### src/rtl/dmem_arb_pkg.sv
// dmem_arb_pkg
// Shared definitions for the data-memory arbiter and its sub-blocks.
// Contents:
//   AW, DW      - default address and data widths of the data memory
//   arb_state_e - arbiter FSM states (IDLE, OWN0, OWN1)
//   req_idx_t   - index of a requester (one bit for two requesters)
package dmem_arb_pkg;

    localparam int AW = 16;
    localparam int DW = 16;

    typedef enum logic [1:0] {
        IDLE = 2'd0,
        OWN0 = 2'd1,
        OWN1 = 2'd2
    } arb_state_e;

    typedef logic req_idx_t;

endpackage

### src/rtl/rr_pick2.sv
// rr_pick2
// Combinational two-way round-robin picker.
// Ports:
//   req_i  [1:0] in   request vector, bit i = requester i
//   last_i       in   index of the most recent winner
//   gnt_o  [1:0] out  one-hot grant; zero when nothing is requested
module rr_pick2 (
    input  logic [1:0] req_i,
    input  logic       last_i,
    output logic [1:0] gnt_o
);

    // A lone requester always wins; on a tie the one that did not win last time goes.
    always_comb begin
        gnt_o = 2'b00;
        if (req_i == 2'b11) begin
            gnt_o = last_i ? 2'b01 : 2'b10;
        end else begin
            gnt_o = req_i;
        end
    end

endmodule

### src/rtl/dmem_arbiter.sv
// dmem_arbiter
// Shares the single-port data memory between requester 0 (CPU load/store
// unit) and requester 1 (loader/debug port). One access per cycle, selected
// round-robin, with combinational grant and a registered read response.
// Optional locked ownership is built only when DMEM_ARB_LOCK_EN is defined;
// otherwise lock0/lock1 are ignored and the arbiter stays in IDLE.
// Ports:
//   clk, rst                 clock, synchronous active-high reset
//   reqN, weN, addrN, wdataN requester N access request
//   lockN                    keep the grant after this access
//   gntN                     combinational grant to requester N
//   rvalidN, rdataN          read response (one-cycle pulse, held data)
//   mem_we/addr/wdata        memory command; mem_rdata combinational read data
//   busy                     a grant is being issued this cycle
module dmem_arbiter
    import dmem_arb_pkg::*;
#(
    parameter int AW   = dmem_arb_pkg::AW,
    parameter int DW   = dmem_arb_pkg::DW,
    parameter int NREQ = 2
) (
    input  logic          clk,
    input  logic          rst,
    input  logic          req0,
    input  logic          req1,
    input  logic          we0,
    input  logic          we1,
    input  logic [AW-1:0] addr0,
    input  logic [AW-1:0] addr1,
    input  logic [DW-1:0] wdata0,
    input  logic [DW-1:0] wdata1,
    input  logic          lock0,
    input  logic          lock1,
    output logic          gnt0,
    output logic          gnt1,
    output logic          rvalid0,
    output logic          rvalid1,
    output logic [DW-1:0] rdata0,
    output logic [DW-1:0] rdata1,
    output logic          mem_we,
    output logic [AW-1:0] mem_addr,
    output logic [DW-1:0] mem_wdata,
    input  logic [DW-1:0] mem_rdata,
    output logic          busy
);

    arb_state_e    state_q, state_d;
    req_idx_t      last_q;
    logic [AW-1:0] addr_q;
    logic          rvalid0_q, rvalid1_q;
    logic [DW-1:0] rdata0_q, rdata1_q;

    logic [NREQ-1:0] reqVec;
    logic [1:0]      pickGnt;
    logic [1:0]      gntVec;
    logic            anyGnt;
    logic            memWe;
    logic [AW-1:0]   memAddr;
    logic [DW-1:0]   memWdata;

    assign reqVec = {req1, req0};

    rr_pick2 uPick (
        .req_i  (reqVec),
        .last_i (last_q),
        .gnt_o  (pickGnt)
    );

`ifndef DMEM_ARB_LOCK_EN
    logic unusedLock;
    assign unusedLock = lock0 ^ lock1;
`endif

    // Grant selection: round-robin when idle, owner-only while locked.
    // Nothing is granted during reset so no access can slip through.
    always_comb begin
        gntVec = 2'b00;
        case (state_q)
            IDLE: gntVec = pickGnt;
`ifdef DMEM_ARB_LOCK_EN
            OWN0: gntVec = {1'b0, req0};
            OWN1: gntVec = {req1, 1'b0};
`endif
            default: gntVec = pickGnt;
        endcase
        if (rst) begin
            gntVec = 2'b00;
        end
    end

    assign anyGnt = |gntVec;

    // Memory command mux. With no grant the address holds its last value so
    // the memory's combinational read output does not toggle needlessly.
    always_comb begin
        memWe    = 1'b0;
        memAddr  = addr_q;
        memWdata = '0;
        if (gntVec[1]) begin
            memWe    = we1;
            memAddr  = addr1;
            memWdata = wdata1;
        end else if (gntVec[0]) begin
            memWe    = we0;
            memAddr  = addr0;
            memWdata = wdata0;
        end
    end

    // Next state: an accepted access sets or releases ownership from its lock bit.
    always_comb begin
        state_d = state_q;
`ifdef DMEM_ARB_LOCK_EN
        if (gntVec[0]) begin
            state_d = lock0 ? OWN0 : IDLE;
        end else if (gntVec[1]) begin
            state_d = lock1 ? OWN1 : IDLE;
        end
`endif
    end

    always_ff @(posedge clk) begin
        if (rst) begin
            state_q   <= IDLE;
            last_q    <= 1'b1;
            addr_q    <= '0;
            rvalid0_q <= 1'b0;
            rvalid1_q <= 1'b0;
            rdata0_q  <= '0;
            rdata1_q  <= '0;
        end else begin
            state_q   <= state_d;
            rvalid0_q <= gntVec[0] & ~we0;
            rvalid1_q <= gntVec[1] & ~we1;
            if (anyGnt) begin
                last_q <= gntVec[1];
                addr_q <= memAddr;
            end
            if (gntVec[0] && !we0) begin
                rdata0_q <= mem_rdata;
            end
            if (gntVec[1] && !we1) begin
                rdata1_q <= mem_rdata;
            end
        end
    end

    assign gnt0      = gntVec[0];
    assign gnt1      = gntVec[1];
    assign busy      = anyGnt;
    assign mem_we    = memWe & ~rst;
    assign mem_addr  = memAddr;
    assign mem_wdata = memWdata;
    assign rvalid0   = rvalid0_q;
    assign rvalid1   = rvalid1_q;
    assign rdata0    = rdata0_q;
    assign rdata1    = rdata1_q;

endmodule

### config.mk
export PLATFORM = sky130hd
export DESIGN_NAME = dmem_arbiter
export DESIGN_NICKNAME = d
export VERILOG_FILES = /design/src/rtl/dmem_arb_pkg.sv /design/src/rtl/rr_pick2.sv /design/src/rtl/dmem_arbiter.sv
export SDC_FILE = /design/constraint.sdc
export NUM_CORES = 1
export LEC_CHECK = 0
export CAP_MARGIN = 20
export CORE_MARGIN = 8
export CORE_UTILIZATION = 30
export CTS_CLUSTER_SIZE = 20
export DETAILED_ROUTE_END_ITERATION = 8
export GPL_TIMING_DRIVEN = 1
export PLACE_DENSITY = 0.66
export SLEW_MARGIN = 0
export SYNTH_ARGS = -nofsm -noshare
export SYNTH_HDL_FRONTEND = slang
export SYNTH_SLANG_ARGS = --single-unit
### constraint.sdc
create_clock -name clk -period 5.6 [get_ports clk]
set_clock_uncertainty 0.2 [all_clocks]
set_input_delay 1.12 -clock clk [delete_from_list [all_inputs] [get_ports clk]]
set_output_delay 1.12 -clock clk [all_outputs]
set_load 0.03 [all_outputs]
* After elaboration in Yosys (flattened, before gate mapping)
Cells that the tools add are included.
W data, S select, Z words.
** Storage, ports and cells
- Register bits :: 51
- Latch bits :: 0
- Bits in writable memories :: 0
- Memory bits (read-only) :: 0
- Input bits :: 88
- Output and inout port bits :: 70
- Logic and storage cells :: 27
- Memories :: 0
** Operators by class
- Add/subtract/negate cells :: 0
- Multiply operators :: 0
- Div/mod/pow operators :: 0
- Order comparisons :: 0
- Eq/ne operators :: 1
- Shifts and indexed selects :: 0
- Muxes and demuxes :: 9
- Bitwise logic cells :: 6
- Reduce and logical (&&, ||, !) cells :: 5
** Operators by type and width (number)
- $mux W16 :: 4
- $mux W2 :: 3
- $and A1 B1 Y1 :: 3
- $not A1 Y1 :: 3
- $eq A2 B2 Y1 const B :: 1
- $logic_and A1 B1 Y1 :: 2
- $logic_not A1 Y1 :: 2
- $mux W1 :: 2
- $reduce_or A2 Y1 :: 1

* Longest topological paths before layout
- Word-level depth :: 6
- Gate-level depth with buffers :: 6
- Depth with buffers taken out :: 3

* Cells and area by module
Synthesis repeated with hierarchy kept, for this count alone.
** Second synthesis, totals
- Cells, all modules :: 360
- Area total of the unflattened synthesis :: 2673.8 µm²
** By module, submodules not included
- dmem_arbiter :: instances 1, cells each 357, area an instance 2655.0 µm², sequential area each 1021.0 µm²
- rr_pick2 :: instances 1, cells each 3, area an instance 18.8 µm², sequential area each 0.0 µm²

* Worst setup path before layout
Ideal clock, no wire load.
- Path kind :: input port to output port
- Start point :: input req1
- End point :: output mem_wdata[10]
- Arrival time :: 2.320 ns
- Data required time :: 4.280 ns
- Slack :: 1.960 ns
- Stages :: 6
- Path buffers :: 3
- Cell sequence :: buf_2 > a21bo_2 > buf_6 > nor2_4 > buf_4 > a22o_1
** Between the ends
- Elaborated cells between the ends (all ways) :: 5
- Those cells by class :: 1 x eq/ne; 4 x mux
** RTL lines
- start, declared :: RTL line dmem_arbiter.sv:25 : input logic req1,
- $eq A2 B2 Y1 :: RTL line rr_pick2.sv:16 : if (req_i == 2'b11) begin
- $mux W2 * :: RTL line rr_pick2.sv:16
- $mux W2 * :: RTL line dmem_arbiter.sv:86 : if (rst) begin
- named net gnt1 :: RTL line dmem_arbiter.sv:35 : output logic gnt1,
- $mux W16 * :: RTL line dmem_arbiter.sv:99 : if (gntVec[1]) begin
- end, declared :: RTL line dmem_arbiter.sv:42 : output logic [DW-1:0] mem_wdata,
Mark *: on every way through the listed nets, which the timed path passes. The rest lies on a longest branch.

* Worst setup path after layout
- Start point :: input req0
- End point :: output gnt1
** Between the ends
- Cells in the longest elaborated chain, start to end :: 3
** RTL lines
- start, declared :: RTL line dmem_arbiter.sv:24 : input logic req0,
- $eq A2 B2 Y1 :: RTL line rr_pick2.sv:16
- $mux W2 :: RTL line rr_pick2.sv:16
- $mux W2 :: RTL line dmem_arbiter.sv:86
- end, declared :: RTL line dmem_arbiter.sv:35
Every way passes these cells.

==> summary.md <==
| Metric | Value |
|---|---|
| Unrepaired setup endpoints after global routing | no |
| Synthesis Warnings | 0 |
| Pin count of the biggest net entering global routing | 58 |
| Maxcap violations | 0 |
| Min Hold Slack | 0.276 ns |
| Detail-routed net length per standard cell | 17.3 um |
| Root buf cell | sky130_fd_sc_hd__clkbuf_8 |
| Cell types with the largest area share after synthesis | sky130_fd_sc_hd__dfxtp_1, sky130_fd_sc_hd__mux2_2, sky130_fd_sc_hd__nand2b_1, sky130_fd_sc_hd__a221o_1, sky130_fd_sc_hd__mux2i_1 |
| Commonest cells post-synth | sky130_fd_sc_hd__dfxtp_1, sky130_fd_sc_hd__nand2b_1, sky130_fd_sc_hd__mux2_2 |
| Wire length of the first global-routing pass | 15.1 mm |
| Placed Instances | 529 |
| Cell Count, Final, Fillers Out | 538 |
| TritonCTS buffer count | 5 |
| Initial antenna violation count | 1 |
| Area fraction of the dominant cell type after synthesis | 0.371 |
| Clock-pin slew on the worst setup and hold paths | 0.10 ns |
| Number of fill cells | 857 |
| Total via count in the routed design | 2686 |
| Final-report setup violation count | 0 |
| Critical-path maximum fanout | 19 |
| Die ar. | 12500 um2 |
| Worst IR Drop VDD | 0.146 mV |
| H-tree depth reported by CTS | 2 |
| Total GRT Usage | 0.146 |
| Clock Latency Late Sink | 0.30 ns |
| Power density over the cells | 220 nW/um2 |
| Net count reported at finish | 514 |
| TritonRoute pass-1 iters | 5 |
| Count of final max-slew check failures | 0 |
| Final total negative setup slack | 0 ns |
| Post-synthesis sequential area ratio | 0.371 |
| Flops & latches, synth | 51 |
| Post-DR vias/cell | 4.99 |
| Syn_nets | 368 |
| Final critical delay including setup and external delays | 4.83 ns |
| Post-synthesis cell type with the largest combined area | sky130_fd_sc_hd__dfxtp_1 |
| Die width | 112 um |
| Vias in the first global route | 2885 |
| Kind of start point of the critical path | input port |
| Number of buffers on the longest clock path | 2 |
| Kind of capture point of the worst setup path | output port |
| Arrival time at the worst endpoint | 3.51 ns |
| Post-Synthesis Cell Area | 2750 um2 |
| Fraction of layout cells with a size suffix above 1 | 0.202 |
| Most common cell in the netlist | sky130_fd_sc_hd__dfxtp_1 |
| Outcome | finished clean |
| Total congestion overflow | 0 |
| Hold WC Path Type | flop to flop |
| CTS tree | yes |
| Number of top-level pins | 158 |
| Detailed Route WL | 9.29 mm |
| Worst R2R Setup Slack | 3.91 ns |
| Count of input and output buffers | 155 |
| Critical path class | input port to output port |
| Area Growth Syn to Fin | 60.3% |
| Maximum achievable frequency | 207 MHz |
| Worst Max-Slew Pin Slew | 0.643 ns |
| Worst max-slew margin expressed relative to the limit | 0.571 |
| Post-DRT Antenna Nets | 0 |
| Cts-stage hold buffer count | 0 |
| Final weighted congestion in routability-driven placement | 0.827 |
| Final HPWL from detailed placement | 7.04 mm |
| Fraction of registers with async set/reset | 0 |
| Starting Density | 0.303 |
| Synthesized netlist cell count | 280 |
| Number of failing hold endpoints at the final stage | 0 |
| Required @ worst endpoint | 4.28 ns |
| Leakage dissipation | 0.00173 uW |
| Placement row count | 35 |
| Setup Buffers After CTS | 0 |
| Post-CTS Resized | 0 |
| Number of flops mapped to enable cells by yosys | 0 |
| Core region area | 9060 um2 |
| Sink count of the clock tree | 51 |
| Count of unresolved DRC violations after routing | 0 |
| Share of the cycle needed by the critical path after routing | 0.863 |
| Most frequently used flop master after synthesis | sky130_fd_sc_hd__dfxtp_1 |
| Syn avg cell area | 9.82 um2 |
| Post-synthesis cell type count | 25 |
| DRT iter0 DRCs | 86 |
| DIE HEIGHT | 112 um |
## registers in the layout (all words and copies together) (netlist names)
signal	count
rvalid1	1
rdata0	16
addr_q	16
rdata1	16
last_q	1
rvalid0	1
## report_power, final
group	leakage (uW)	internal (uW)	switching (uW)
Combinational	0.00126	163	160
Sequential	0.000419	385	9.37
Clock	0.0000502	131	124
## stage by stage
stage | worst slack (ns) | cell area [um2] | total power [uW] | utilization
detailed placement | 0.712 | 4290 | 727 | 0.474
global placement | 0.650 | 4290 | 723 | 0.474
floorplan | 1.96 | 2750 | 579 | -
CTS | 0.714 | 4400 | 986 | 0.485
finish | 0.768 | 4410 | 971 | 0.486
global route | 0.672 | 4410 | 1020 | 0.486
## cell type report
| cell class | instances | area [um2] | area share |
|---|---|---|---|
| diodes | 1 | 2.50 | 0.000568 |
| inverters | 1 | 3.75 | 0.000851 |
| repair buffers | 163 | 1550 | 0.351 |
| clock buffers | 5 | 68.8 | 0.0156 |
| clock inverters | 2 | 37.5 | 0.00851 |
| multi-input cells | 204 | 1590 | 0.360 |
| flip-flops and latches | 51 | 1020 | 0.232 |
| well taps | 111 | 139 | 0.0315 |
## cell families (layout without fill, tap and decap cells)
group / after synthesis / in the layout / share of synthesized area
AND/OR/NAND/NOR: 104 / 104 / 0.229
buffers and inverters: 25 / 171 / 0.0537
multiplexers: 48 / 48 / 0.189
flip-flops: 51 / 51 / 0.371
AO/OA/AOI/OAI: 52 / 52 / 0.157
other: 0 / 1 / 0
## worst paths after layout
path / to / start / depth (start not counted)
setup / recovery: gnt1 / req0 / 4
hold / removal: rdata1[6]$_SDFFE_PP0P_ / rdata1[6]$_SDFFE_PP0P_ / 2
setup reg to reg: rdata0[14]$_SDFFE_PP0P_ / last_q$_SDFFE_PP1P_ / 4
hold reg to reg: rdata1[6]$_SDFFE_PP0P_ / rdata1[6]$_SDFFE_PP0P_ / 2
## critical path, cell delays in order
cell and delay, ns:
sky130_fd_sc_hd__clkdlybuf4s50_1 0.69, sky130_fd_sc_hd__a21bo_2 0.52, sky130_fd_sc_hd__nor2_4 0.41, sky130_fd_sc_hd__clkdlybuf4s50_1 0.77
## metal layers
metal	wire length, um	GRT usage	part of all wire	vias up
met5	0	0	0	-
met1	3710	0.156	0.40	1263
met3	1140	0.0795	0.12	7
met2	4340	0.248	0.47	116
met4	106	0.0328	0.011	0
li1	-	-	-	1300
## cells in the final DEF, fill, tap and decap left out, drive strengths merged, types with 5 or more instances in the layout
cell type and count:
nor2 18, mux2i 16, dfxtp 51, o22ai 16, a22o 17, clkbuf 5
nor3 17, clkdlybuf4s50 121, mux2 32, nor2b 17, a221o 16, nand2b 33
buf 42, and2 16
Power figures use the tool's default switching activity.
